[src/rtl/id_ex_stage.sv]
// ID/EX pipeline register with EX-stage operand forwarding and load-use detection.
// Stage registers hold the decoded instruction; ALU operands are forwarded
// combinationally from the registered source ids so late writers are seen
// in the same cycle.
module id_ex_stage (
    input  logic        clock,
    input  logic        reset_n,
    input  logic        stall,
    input  logic        flush,
    input  logic        id_valid,
    input  logic [3:0]  id_alu_control,
    input  logic        id_alu_src,
    input  logic [3:0]  id_ctrl,
    input  logic [4:0]  id_rs,
    input  logic [4:0]  id_rt,
    input  logic [4:0]  id_dest,
    input  logic [31:0] id_rs_data,
    input  logic [31:0] id_rt_data,
    input  logic [31:0] id_imm,
    input  logic        mem_fwd_en,
    input  logic [4:0]  mem_fwd_rd,
    input  logic [31:0] mem_fwd_data,
    input  logic        wb_fwd_en,
    input  logic [4:0]  wb_fwd_rd,
    input  logic [31:0] wb_fwd_data,
    output logic        ex_valid,
    output logic [3:0]  alu_control,
    output logic [31:0] alu_a,
    output logic [31:0] alu_b,
    output logic [31:0] ex_store_data,
    output logic [4:0]  ex_dest,
    output logic [3:0]  ex_ctrl,
    output logic        load_use_hazard
);

    localparam int unsigned DATA_W  = 32;
    localparam int unsigned REG_W   = 5;
    localparam int unsigned ALU_W   = 4;
    localparam int unsigned CTRL_W  = 4;
    localparam int unsigned MEM_RD  = 2;

    logic              valid_q,       valid_d;
    logic [ALU_W-1:0]  alu_control_q, alu_control_d;
    logic              alu_src_q,     alu_src_d;
    logic [CTRL_W-1:0] ctrl_q,        ctrl_d;
    logic [REG_W-1:0]  rs_q,          rs_d;
    logic [REG_W-1:0]  rt_q,          rt_d;
    logic [REG_W-1:0]  dest_q,        dest_d;
    logic [DATA_W-1:0] rs_data_q,     rs_data_d;
    logic [DATA_W-1:0] rt_data_q,     rt_data_d;
    logic [DATA_W-1:0] imm_q,         imm_d;

    logic [DATA_W-1:0] rs_fwd;
    logic [DATA_W-1:0] rt_fwd;

    // Select newest producer of a register: EX/MEM beats MEM/WB, r0 never forwarded.
    function automatic logic [DATA_W-1:0] fwd_sel(
        input logic [REG_W-1:0]  id,
        input logic [DATA_W-1:0] reg_data,
        input logic              m_en,
        input logic [REG_W-1:0]  m_rd,
        input logic [DATA_W-1:0] m_data,
        input logic              w_en,
        input logic [REG_W-1:0]  w_rd,
        input logic [DATA_W-1:0] w_data
    );
        logic [DATA_W-1:0] r;
        r = reg_data;
        if (id != REG_W'(0)) begin
            if (m_en && (m_rd == id)) begin
                r = m_data;
            end else if (w_en && (w_rd == id)) begin
                r = w_data;
            end
        end
        return r;
    endfunction

    // Load in EX whose destination is read by the instruction in ID.
    assign load_use_hazard = valid_q & ctrl_q[MEM_RD] & (dest_q != REG_W'(0)) & id_valid
                           & ((dest_q == id_rs) | (dest_q == id_rt));

    // Next-state selection: flush > stall > load-use bubble > capture.
    always_comb begin
        valid_d       = valid_q;
        alu_control_d = alu_control_q;
        alu_src_d     = alu_src_q;
        ctrl_d        = ctrl_q;
        rs_d          = rs_q;
        rt_d          = rt_q;
        dest_d        = dest_q;
        rs_data_d     = rs_data_q;
        rt_data_d     = rt_data_q;
        imm_d         = imm_q;
        if (flush || (!stall && (load_use_hazard || !id_valid))) begin
            valid_d       = 1'b0;
            alu_control_d = '0;
            alu_src_d     = 1'b0;
            ctrl_d        = '0;
            rs_d          = '0;
            rt_d          = '0;
            dest_d        = '0;
            rs_data_d     = '0;
            rt_data_d     = '0;
            imm_d         = '0;
        end else if (!stall) begin
            valid_d       = 1'b1;
            alu_control_d = id_alu_control;
            alu_src_d     = id_alu_src;
            ctrl_d        = id_ctrl;
            rs_d          = id_rs;
            rt_d          = id_rt;
            dest_d        = id_dest;
            rs_data_d     = id_rs_data;
            rt_data_d     = id_rt_data;
            imm_d         = id_imm;
        end
    end

    // Stage registers; reset loads a bubble.
    always_ff @(posedge clock or negedge reset_n) begin
        if (!reset_n) begin
            valid_q       <= 1'b0;
            alu_control_q <= '0;
            alu_src_q     <= 1'b0;
            ctrl_q        <= '0;
            rs_q          <= '0;
            rt_q          <= '0;
            dest_q        <= '0;
            rs_data_q     <= '0;
            rt_data_q     <= '0;
            imm_q         <= '0;
        end else begin
            valid_q       <= valid_d;
            alu_control_q <= alu_control_d;
            alu_src_q     <= alu_src_d;
            ctrl_q        <= ctrl_d;
            rs_q          <= rs_d;
            rt_q          <= rt_d;
            dest_q        <= dest_d;
            rs_data_q     <= rs_data_d;
            rt_data_q     <= rt_data_d;
            imm_q         <= imm_d;
        end
    end

    // Operand forwarding on the registered source ids.
    always_comb begin
        rs_fwd = fwd_sel(rs_q, rs_data_q, mem_fwd_en, mem_fwd_rd, mem_fwd_data,
                         wb_fwd_en, wb_fwd_rd, wb_fwd_data);
        rt_fwd = fwd_sel(rt_q, rt_data_q, mem_fwd_en, mem_fwd_rd, mem_fwd_data,
                         wb_fwd_en, wb_fwd_rd, wb_fwd_data);
    end

    assign ex_valid      = valid_q;
    assign alu_control   = alu_control_q;
    assign alu_a         = rs_fwd;
    assign alu_b         = alu_src_q ? imm_q : rt_fwd;
    assign ex_store_data = rt_fwd;
    assign ex_dest       = dest_q;
    assign ex_ctrl       = ctrl_q;

endmodule
[config.mk]
export PLATFORM = sky130hd
export DESIGN_NAME = id_ex_stage
export DESIGN_NICKNAME = d
export VERILOG_FILES = /design/src/rtl/id_ex_stage.sv
export SDC_FILE = /design/constraint.sdc
export NUM_CORES = 1
export LEC_CHECK = 0
export BUFFER_PORTS_ARGS = -buffer_cell sky130_fd_sc_hd__clkbuf_2
export CORE_MARGIN = 10
export CORE_UTILIZATION = 49
export DETAILED_ROUTE_END_ITERATION = 16
export HOLD_SLACK_MARGIN = 0.06
export PLACE_DENSITY_LB_ADDON = 0.2
export REMOVE_ABC_BUFFERS = 1
export SLEW_MARGIN = 10
export SYNTH_ARGS = -nofsm -noshare
export SYNTH_HDL_FRONTEND = slang
export SYNTH_SLANG_ARGS = --single-unit
export TNS_END_PERCENT = 30
[constraint.sdc]
create_clock -name clock -period 2.8 [get_ports clock]
set_input_delay 0.42 -clock clock [delete_from_list [all_inputs] [get_ports clock]]
set_output_delay 0.42 -clock clock [all_outputs]
set_load 0.01 [all_outputs]
### Word-level counts from Yosys, hierarchy flattened

Index checks and enable logic that the tools add are counted.

| word-level totals | value |
|---|---|
| register bits | 121 |
| bits of input ports | 201 |
| output and inout port bits | 111 |
| word-level logic and storage cells | 61 |

| cells by class | value |
|---|---|
| eq/ne operators | 7 |
| mux-type cells | 27 |
| bitwise operators | 5 |
| reductions and logical operators | 12 |

Operators with widths:

| operator | number |
|---|---|
| $mux 32 | 13 |
| $eq 5x5->1 | 6 |
| $mux 5 | 6 |
| $mux 4 | 4 |
| $reduce_bool 5->1 | 3 |
| $logic_and 1x1->1 | 5 |
| $and 1x1->1 | 4 |
| $mux 1 | 4 |
| $logic_not 1->1 | 2 |
| $logic_or 1x1->1 | 2 |
| $ne 2x1->1 const B | 1 |
| $or 1x1->1 | 1 |

### Longest topological paths before layout

Gate-level depths: netlist (run 1).

| depth | value |
|---|---|
| word-level depth | 8 |
| mapped depth | 8 |
| depth with buffers taken out | 5 |

### Least setup slack after synthesis (run 1)

Ideal clock, no wire load.

| path | value |
|---|---|
| path kind | register to output |
| start point | reg rt_q[1] |
| end point | out ex_store_data[10] |
| data arrival time | 1,849 ps |
| required time | 2,380 ps |
| slack | 531 ps |
| stages on the path, launching flop included | 9 |
| buffers on the path | 3 |
| path through | dfrtp_1 > or4_4 > nor2_4 > or3_1 > buf_2 > and2_1 > buf_6 > buf_6 > o2bb2ai_2 |

| on the way | value |
|---|---|
| longest elaborated chain between the ends | 5 |
| elaborated cells on any way between the ends | 8 |
| those cells by class | eq/ne: 2; mux: 3; reduce/logical: 3 |

Ends and longest elaborated chain:

| element | RTL line | text |
|---|---|---|
| from (decl) | 47 | `logic [REG_W-1:0] rt_q, rt_d;` |
| from (signal assigned) | 139 | `rt_q <= rt_d;` |
| $eq 5x5->1 | 72 | `end else if (w_en && (w_rd == id)) begin` |
| $logic_and 1x1->1 | 72 |  |
| $mux 32 | 72 |  |
| $mux 32 | 70 | `if (m_en && (m_rd == id)) begin` |
| $mux 32 (*) | 69 | `if (id != REG_W'(0)) begin` |
| to (decl) | 30 | `output logic [31:0] ex_store_data,` |

Mark *: on every way between the ends. The rest lies on a longest branch, timed or not.

### Final worst setup path (run 1)

| path | value |
|---|---|
| start point | reg rt_q[2] |
| end point | out alu_b[30] |

| on the way | value |
|---|---|
| longest elaborated chain between the ends | 6 |
| elaborated cells on any way between the ends | 9 |
| those cells by class | eq/ne: 2; mux: 4; reduce/logical: 3 |

Ends and longest elaborated chain:

| element | RTL line | text |
|---|---|---|
| $eq 5x5->1 | 72 |  |
| $logic_and 1x1->1 | 72 |  |
| $mux 32 | 72 |  |
| $mux 32 | 70 |  |
| $mux 32 (*) | 69 |  |
| $mux 32 (*) | 158 | `assign alu_b = alu_src_q ? imm_q : rt_fwd;` |
| to (decl) | 29 | `output logic [31:0] alu_b,` |

Marked as above.

==> impl_metrics.env, run 1 <==
export IMPL_status="finished with violations"
export IMPL_worst_pin_slew_ns=0.617
export IMPL_n_fill_cell=1064
export IMPL_power_leakage_nw=5.06
export IMPL_cts_sinks=121
export IMPL_ys_ff_latch=121
export IMPL_netSwitchingPower_mw=1.51
export IMPL_stdcell_area_um2=10600
export IMPL_clk_pin_slew_ns=0.06
export IMPL_crit_type="register to primary output"
export IMPL_fin_crit_ns=2.91
export IMPL_synthCells=726
export IMPL_ant_nets=0
export IMPL_rsz0062_at_grt="true"
export IMPL_whs_ns=0.201
export IMPL_synth_top_cell_area_share=0.420
export IMPL_start_util=0.497
export IMPL_r2r_setup_slack_ns=1.02
export IMPL_fmax_mhz=344
export IMPL_fp_row_count=44
export IMPL_port_buffers=311
export IMPL_grt_pass1_wl_mm=45.4
export IMPL_async_reset_ff_frac=1.00
export IMPL_yosysTopAreaCell="dfrtp_1"
export IMPL_grt_max_degree=122
export IMPL_place_detailed_hpwl_mm=20.6
export IMPL_netlist_area_um2=7200
export IMPL_synthAdderAreaFrac=0
export IMPL_peakVddDrop_mv=0.406
export IMPL_multi_input_area_um2=4370
export IMPL_drc_errors=0
export IMPL_synth_edff_count=0
export IMPL_r2r_cells=6
export IMPL_die_h_um=141
export IMPL_slew_headroom=0.589
export IMPL_diodes=0
export IMPL_drt_iter0_drc=634
export IMPL_pwr_share_comb=0.182
export IMPL_violations="negative setup slack"
export IMPL_hold_viol_final=0
export IMPL_clkLatencyLatePin_ns=0.43
export IMPL_avgRoutedWirePerCell_um=24.9
export IMPL_gp_congestion=0.965
export IMPL_cts_buffers=17
export IMPL_min_path_cells=2
export IMPL_required_ns=2.38
export IMPL_core_area_um2=14500
export IMPL_fin_setup_tns_ns=-1.43
export IMPL_syn2layout_area_growth_pct=46.8
export IMPL_viasPerCell=6.25
export IMPL_yosys_area_share_xor_xnor=0.0365
export IMPL_routed_wl_mm=30.4
export IMPL_clock_skew_ns=0.0155
export IMPL_grt_pass1_vias=8057
export IMPL_synth_top_cells_by_count="121 x dfrtp_1, 120 x a22o_1, 55 x clkbuf_1"
export IMPL_dpl_instance_area_um2=9020
export IMPL_drv_slew=0
export IMPL_internal_power_mw=3.73
export IMPL_synth_top_family_by_area="compound AO/OA/AOI/OAI gates"
export IMPL_crit_fanout=25
export IMPL_ys_types=35
export IMPL_fin_crit_sh=1.04
export IMPL_dr_pass1_iters=7
export IMPL_p_sw_frac=0.287
export IMPL_top_level_ports=312
export IMPL_clockRootBuffer="clkbuf_16"
export IMPL_maxCapViolations=0
export IMPL_antenna_found_initial=0
export IMPL_synth_ff_type="dfrtp_1"
export IMPL_powerDensity_nw_per_um2=495
export IMPL_final_util=0.730
export IMPL_synth_compound_area_share=0.333
export IMPL_place_inst=1176
export IMPL_die_area_um2=20000
export IMPL_final_nets=1221
export IMPL_place_ws_ns=0.0400
export IMPL_vias=7610
export IMPL_synth_area_per_cell_um2=9.92
export IMPL_seqCellArea_um2=3030
export IMPL_pwr_share_clk=0.461
export IMPL_arrival_ns=2.49
export IMPL_pwr_share_seq=0.357
export IMPL_synth_most_common_cell="dfrtp_1"
export IMPL_layout_drive_gt1_share=0.491
export IMPL_setup_viol=45
export IMPL_min_path_type="input port to register"
export IMPL_cts_tree="done"
export IMPL_overflow=0
export IMPL_ys_seq_area_frac=0.420
export IMPL_ys_warn_count=0
export IMPL_grt_usage=0.288
export IMPL_cp_start_kind="register"
export IMPL_die_width_um=141
export IMPL_setup_slack_ns=-0.107
export IMPL_final_cells=1217
export IMPL_total_power_mw=5.24
export IMPL_htreeDepth=4
export IMPL_yosys_top_cells_area="dfrtp_1 42%, a22o_1 15%, o2bb2ai_2 6.3%"
export IMPL_synthMuxAreaShare=0
export IMPL_synthSimpleGateAreaFrac=0.135
export IMPL_end_kind="primary output"
export IMPL_clk_path_buf_depth=2
power groups by stage:
stage	registers [mW]	logic (mW)	clock network, mW
3_5_place_dp	1.90	0.829	0
6_report	1.87	0.952	2.41
5_1_grt	1.88	1.01	2.50
4_1_cts	1.87	0.897	2.42
3_3_place_gp	1.90	0.822	0
2_1_floorplan	1.90	0.388	0
repair_timing:
action	CTS	global route
endpoints found under the hold margin	17	0
buffers inserted	7	0
gates resized for setup	61	132
cloned	1	0
pin swaps	4	14
hold buffers	1	0
setup endpoints to repair	81	94
critical path, stage by stage (launching register included):
cell and delay, ns:
dfrtp_1 0.44, xnor2_1 0.19, nand4_1 0.23, buf_4 0.22, buf_8 0.21, nor3_2 0.30
a31oi_4 0.06, o211ai_1 0.23, clkbuf_2 0.17
cells by family (layout without fill, tap and decap cells):
kind of cell | Yosys count | count (layout)
AOI/OAI and AO/OA | 271 | 271
buffers and inverters | 128 | 435
DFF | 121 | 121
xor gates and xnor gates | 30 | 30
and+or+nand+nor | 176 | 176
path summary, 6_finish.rpt:
| path | startpoint | endpoint |
|---|---|---|
| setup / recovery | rt_q[2] | alu_b[30] |
| hold / removal | id_rt_data[3] | rt_data_q[3] |
| setup reg to reg | ex_dest[0] | rs_data_q[27] |
| hold reg to reg | imm_q[7] | imm_q[7] |
| max in group asynchronous | reset_n | rt_q[0] |
| min in group asynchronous | reset_n | rs_data_q[10] |
placed cells by master, fill, tap and decap left out, types with 13 or more instances in the layout:
cell / n
clkbuf_2: 265
a22o_1: 120
dfrtp_1: 119
inv_1: 48
buf_2: 43
nand2_1: 38
o2bb2ai_2: 30
buf_4: 24
xnor2_1: 23
nor3_2: 21
nand3_1: 19
a31oi_4: 19
and2_1: 17
clkbuf_16: 17
and3_1: 16
a221o_1: 16
nand4b_1: 16
o211ai_1: 16
nor2b_1: 16
o221ai_1: 13
buf_12: 13
flip-flops by register name, indices dropped and copies added (netlist names):
register / cells
rs_q: 5
imm_q: 32
rs_data_q: 32
rt_q: 5
ex_valid: 1
alu_src_q: 1
ex_ctrl: 4
rt_data_q: 32
ex_dest: 5
alu_control: 4
metal layers:
layer	track usage	wire length, um	vias up
li1	-	-	3371
met3	0.108	3510	68
met2	0.486	14700	487
met1	0.320	11200	3684
met4	0.113	984	0
met5	0	0	-
area by class of cell:
cell class / instances / share of cell area
well taps: 184 / 0.0218
clock buffers: 17 / 0.0402
repair buffers: 355 / 0.201
flip-flops and latches: 121 / 0.287
clock inverters: 15 / 0.0202
inverters: 48 / 0.0170
multi-input cells: 477 / 0.413
Note: power is estimated with default switching activity, not from simulation.
==> run 2: changes to the inputs <==
--- a/config.mk
+++ b/config.mk
@@ -5,9 +5,10 @@
 export SDC_FILE = /design/constraint.sdc
 export NUM_CORES = 1
 export LEC_CHECK = 0
+export ABC_AREA = 1
 export BUFFER_PORTS_ARGS = -buffer_cell sky130_fd_sc_hd__clkbuf_2
 export CORE_MARGIN = 10
-export CORE_UTILIZATION = 49
+export CORE_UTILIZATION = 51
 export DETAILED_ROUTE_END_ITERATION = 16
 export HOLD_SLACK_MARGIN = 0.06
 export PLACE_DENSITY_LB_ADDON = 0.2
==> run 2 against run 1 <==
Effect of this change:
- clock skew fell by 0.0034 ns
- critical path depth did not move
- flip-flop and latch count did not move
- design area rose by 3.5%
- the run now ends clean
- first-iteration DRC count rose by 37%
- worst setup slack improved by 0.23 ns
- maximum frequency rose by 8.5%
- combinational power rose by 3.3%
- non-clock buffer count fell by 4
- largest cell class unchanged
- worst hold slack improved by 0.019 ns
- sequential power barely moved
- clock power fell by 6%
==> impl_metrics.env, run 2 <==
export IMPL_final_cells=1854
export IMPL_synth_top_cells_by_count="480 x nand2_1, 193 x nand3_1, 183 x nor2_1"
export IMPL_grt_usage=0.294
export IMPL_arrival_ns=2.26
export IMPL_die_width_um=148
export IMPL_slew_headroom=0.532
export IMPL_overflow=0
export IMPL_antenna_found_initial=0
export IMPL_power_leakage_nw=6.61
export IMPL_setup_viol=0
export IMPL_die_h_um=148
export IMPL_required_ns=2.38
export IMPL_core_area_um2=16000
export IMPL_fin_crit_sh=0.957
export IMPL_hold_viol_final=0
export IMPL_whs_ns=0.220
export IMPL_final_util=0.684
export IMPL_setup_slack_ns=0.121
export IMPL_powerDensity_nw_per_um2=467
export IMPL_syn2layout_area_growth_pct=30.3
export IMPL_ys_ff_latch=121
export IMPL_crit_fanout=14
export IMPL_ys_types=25
export IMPL_clk_pin_slew_ns=0.06
export IMPL_maxCapViolations=0
export IMPL_cts_tree="done"
export IMPL_multi_input_area_um2=4510
export IMPL_n_fill_cell=1467
export IMPL_worst_pin_slew_ns=0.701
export IMPL_final_common_cell="nand2_1"
export IMPL_synthCells=1344
export IMPL_routed_wl_mm=33.7
export IMPL_place_inst=1816
export IMPL_final_nets=1826
export IMPL_worstPathCellList="buf_4, nor4_4, buf_4, nor2_1, nand2_1, nand3_1, nand2_1, clkbuf_2"
export IMPL_fmax_mhz=373
export IMPL_endpoint="alu_b[22]"
export IMPL_cp_startpoint="rt_q[2]"
export IMPL_grt_pass1_vias=9773
export IMPL_rsz0062_at_grt="false"
export IMPL_async_reset_ff_frac=1.00
export IMPL_regToRegEndpoint="alu_control[3]"
export IMPL_die_area_um2=22000
export IMPL_critPathMaxStageDelay_ns=0.44
export IMPL_cts_sinks=121
export IMPL_path_delay_family="simple AND/OR/NAND/NOR gates"
export IMPL_synth_ff_type="dfrtp_1"
export IMPL_seqCellArea_um2=3030
export IMPL_grt_max_degree=74
export IMPL_yosysTopAreaCell="dfrtp_1"
export IMPL_cp_start_kind="register"
export IMPL_cts_buffers=17
export IMPL_top_level_ports=312
export IMPL_netlist_area_um2=8390
export IMPL_final_cell_mix="478 x nand2_1, 310 x clkbuf_2, 190 x nand3_1"
export IMPL_ys_seq_area_frac=0.361
export IMPL_fp_row_count=46
export IMPL_layout_drive_gt1_share=0.267
export IMPL_min_path_cells=3
export IMPL_htreeDepth=4
export IMPL_drt_iter0_drc=871
export IMPL_crit_type="register to primary output"
export IMPL_reg_largest_list="imm_q: 32 flops, rs_data_q: 32 flops, rt_data_q: 32 flops"
export IMPL_gp_congestion=0.903
export IMPL_r2r_setup_slack_ns=0.90
export IMPL_peakVddDrop_mv=0.435
export IMPL_rr_startpoint="ex_dest[4]"
export IMPL_min_path_type="input port to register"
export IMPL_dpl_instance_area_um2=10200
export IMPL_port_buffers=311
export IMPL_diodes=0
export IMPL_r2r_cells=8
export IMPL_viasPerCell=5.37
export IMPL_fin_setup_tns_ns=0
export IMPL_stdcell_area_um2=10900
export IMPL_dr_pass1_iters=6
export IMPL_clock_skew_ns=0.0120
export IMPL_start_util=0.524
export IMPL_place_detailed_hpwl_mm=23.8
export IMPL_synth_area_per_cell_um2=6.24
export IMPL_worst_path_stages=8
export IMPL_yosys_top_cells_area="dfrtp_1 36%, nand2_1 21%, nand3_1 12%"
export IMPL_avgRoutedWirePerCell_um=18.2
export IMPL_ys_warn_count=0
export IMPL_fin_crit_ns=2.68
export IMPL_synth_edff_count=0
export IMPL_cp_slowest_cell="dfrtp_2"
export IMPL_drc_errors=0
export IMPL_total_power_mw=5.10
export IMPL_end_kind="primary output"
export IMPL_synth_top_cell_area_share=0.361
export IMPL_vias=9962
export IMPL_grt_pass1_wl_mm=51.8
export IMPL_drv_slew=0
export IMPL_ant_nets=0
export IMPL_status="completed"
export IMPL_critPathBufInv=3
export IMPL_clk_path_buf_depth=2
export IMPL_clkLatencyLatePin_ns=0.42
export IMPL_synth_most_common_cell="nand2_1"
export IMPL_place_ws_ns=0.446
export IMPL_clockRootBuffer="clkbuf_16"
==> run 2: cell count changes after synthesis, sizes merged, moves of 17 or more <==
cell and delta:
nand2 +443, a31oi -32, inv +77, and3 -17, nand3 +175, o2bb2ai -32, a22o -120, xnor2 -22
a21oi +32, nor3 -28, nor2b -18, nand4 +30, buf +19, nor2 +207
==> run 2: worst min path at each step <==
stage | slack (ns) | to | start
floorplan | 0.12 | alu_control[0] | reset_n
global placement | 0.46 | rt_data_q[25] | rt_data_q[25]
detailed placement | 0.46 | rt_data_q[6] | rt_data_q[6]
CTS | 0.21 | ex_dest[2] | id_dest[2]
global route | 0.22 | imm_q[25] | id_imm[25]
finish | 0.22 | ex_dest[0] | id_dest[0]
==> run 2: cells by family after synthesis <==
group	synth area share
buffers and inverters	0.112
and+or+nand+nor	0.494
xor gates and xnor gates	0.00939
AOI/OAI and AO/OA	0.0239
DFF	0.361
==> run 2: routing by layer <==
metal  global-route usage  wire length (um)
met4                0.119              1140
met5                    0                 0
met3               0.0962              4350
met1                0.352             12400
met2                0.477             15800
==> run 2: cell type report <==
cell class | count | area share
clock inverters | 14 | 0.0160
multi-input cells | 1009 | 0.412
inverters | 125 | 0.0431
flip-flops and latches | 121 | 0.277
repair buffers | 351 | 0.188
well taps | 216 | 0.0247
clock buffers | 18 | 0.0392
==> run 2: power by group <==
part	switching [mW]	total [mW]	internal (mW)	leakage (nW)
logic	0.618	0.983	0.365	4.69
clock network	0.856	2.26	1.40	0.275
registers	0.0464	1.86	1.82	1.65
total	1.52	5.10	3.58	6.61
==> run 2: tightest hold or removal path: stages <==
cell      delay [ns]
clkbuf_2        0.07
nand3_1         0.06
nand2_1         0.05
==> run 2: timing repair <==
action / 4_1_cts / 5_1_grt
resized for setup: 0 / 15
setup endpoints to repair: 0 / 65
hold buffers: 1 / 0
hold endpoints to repair: 1 / 0
setup buffers: 0 / 4
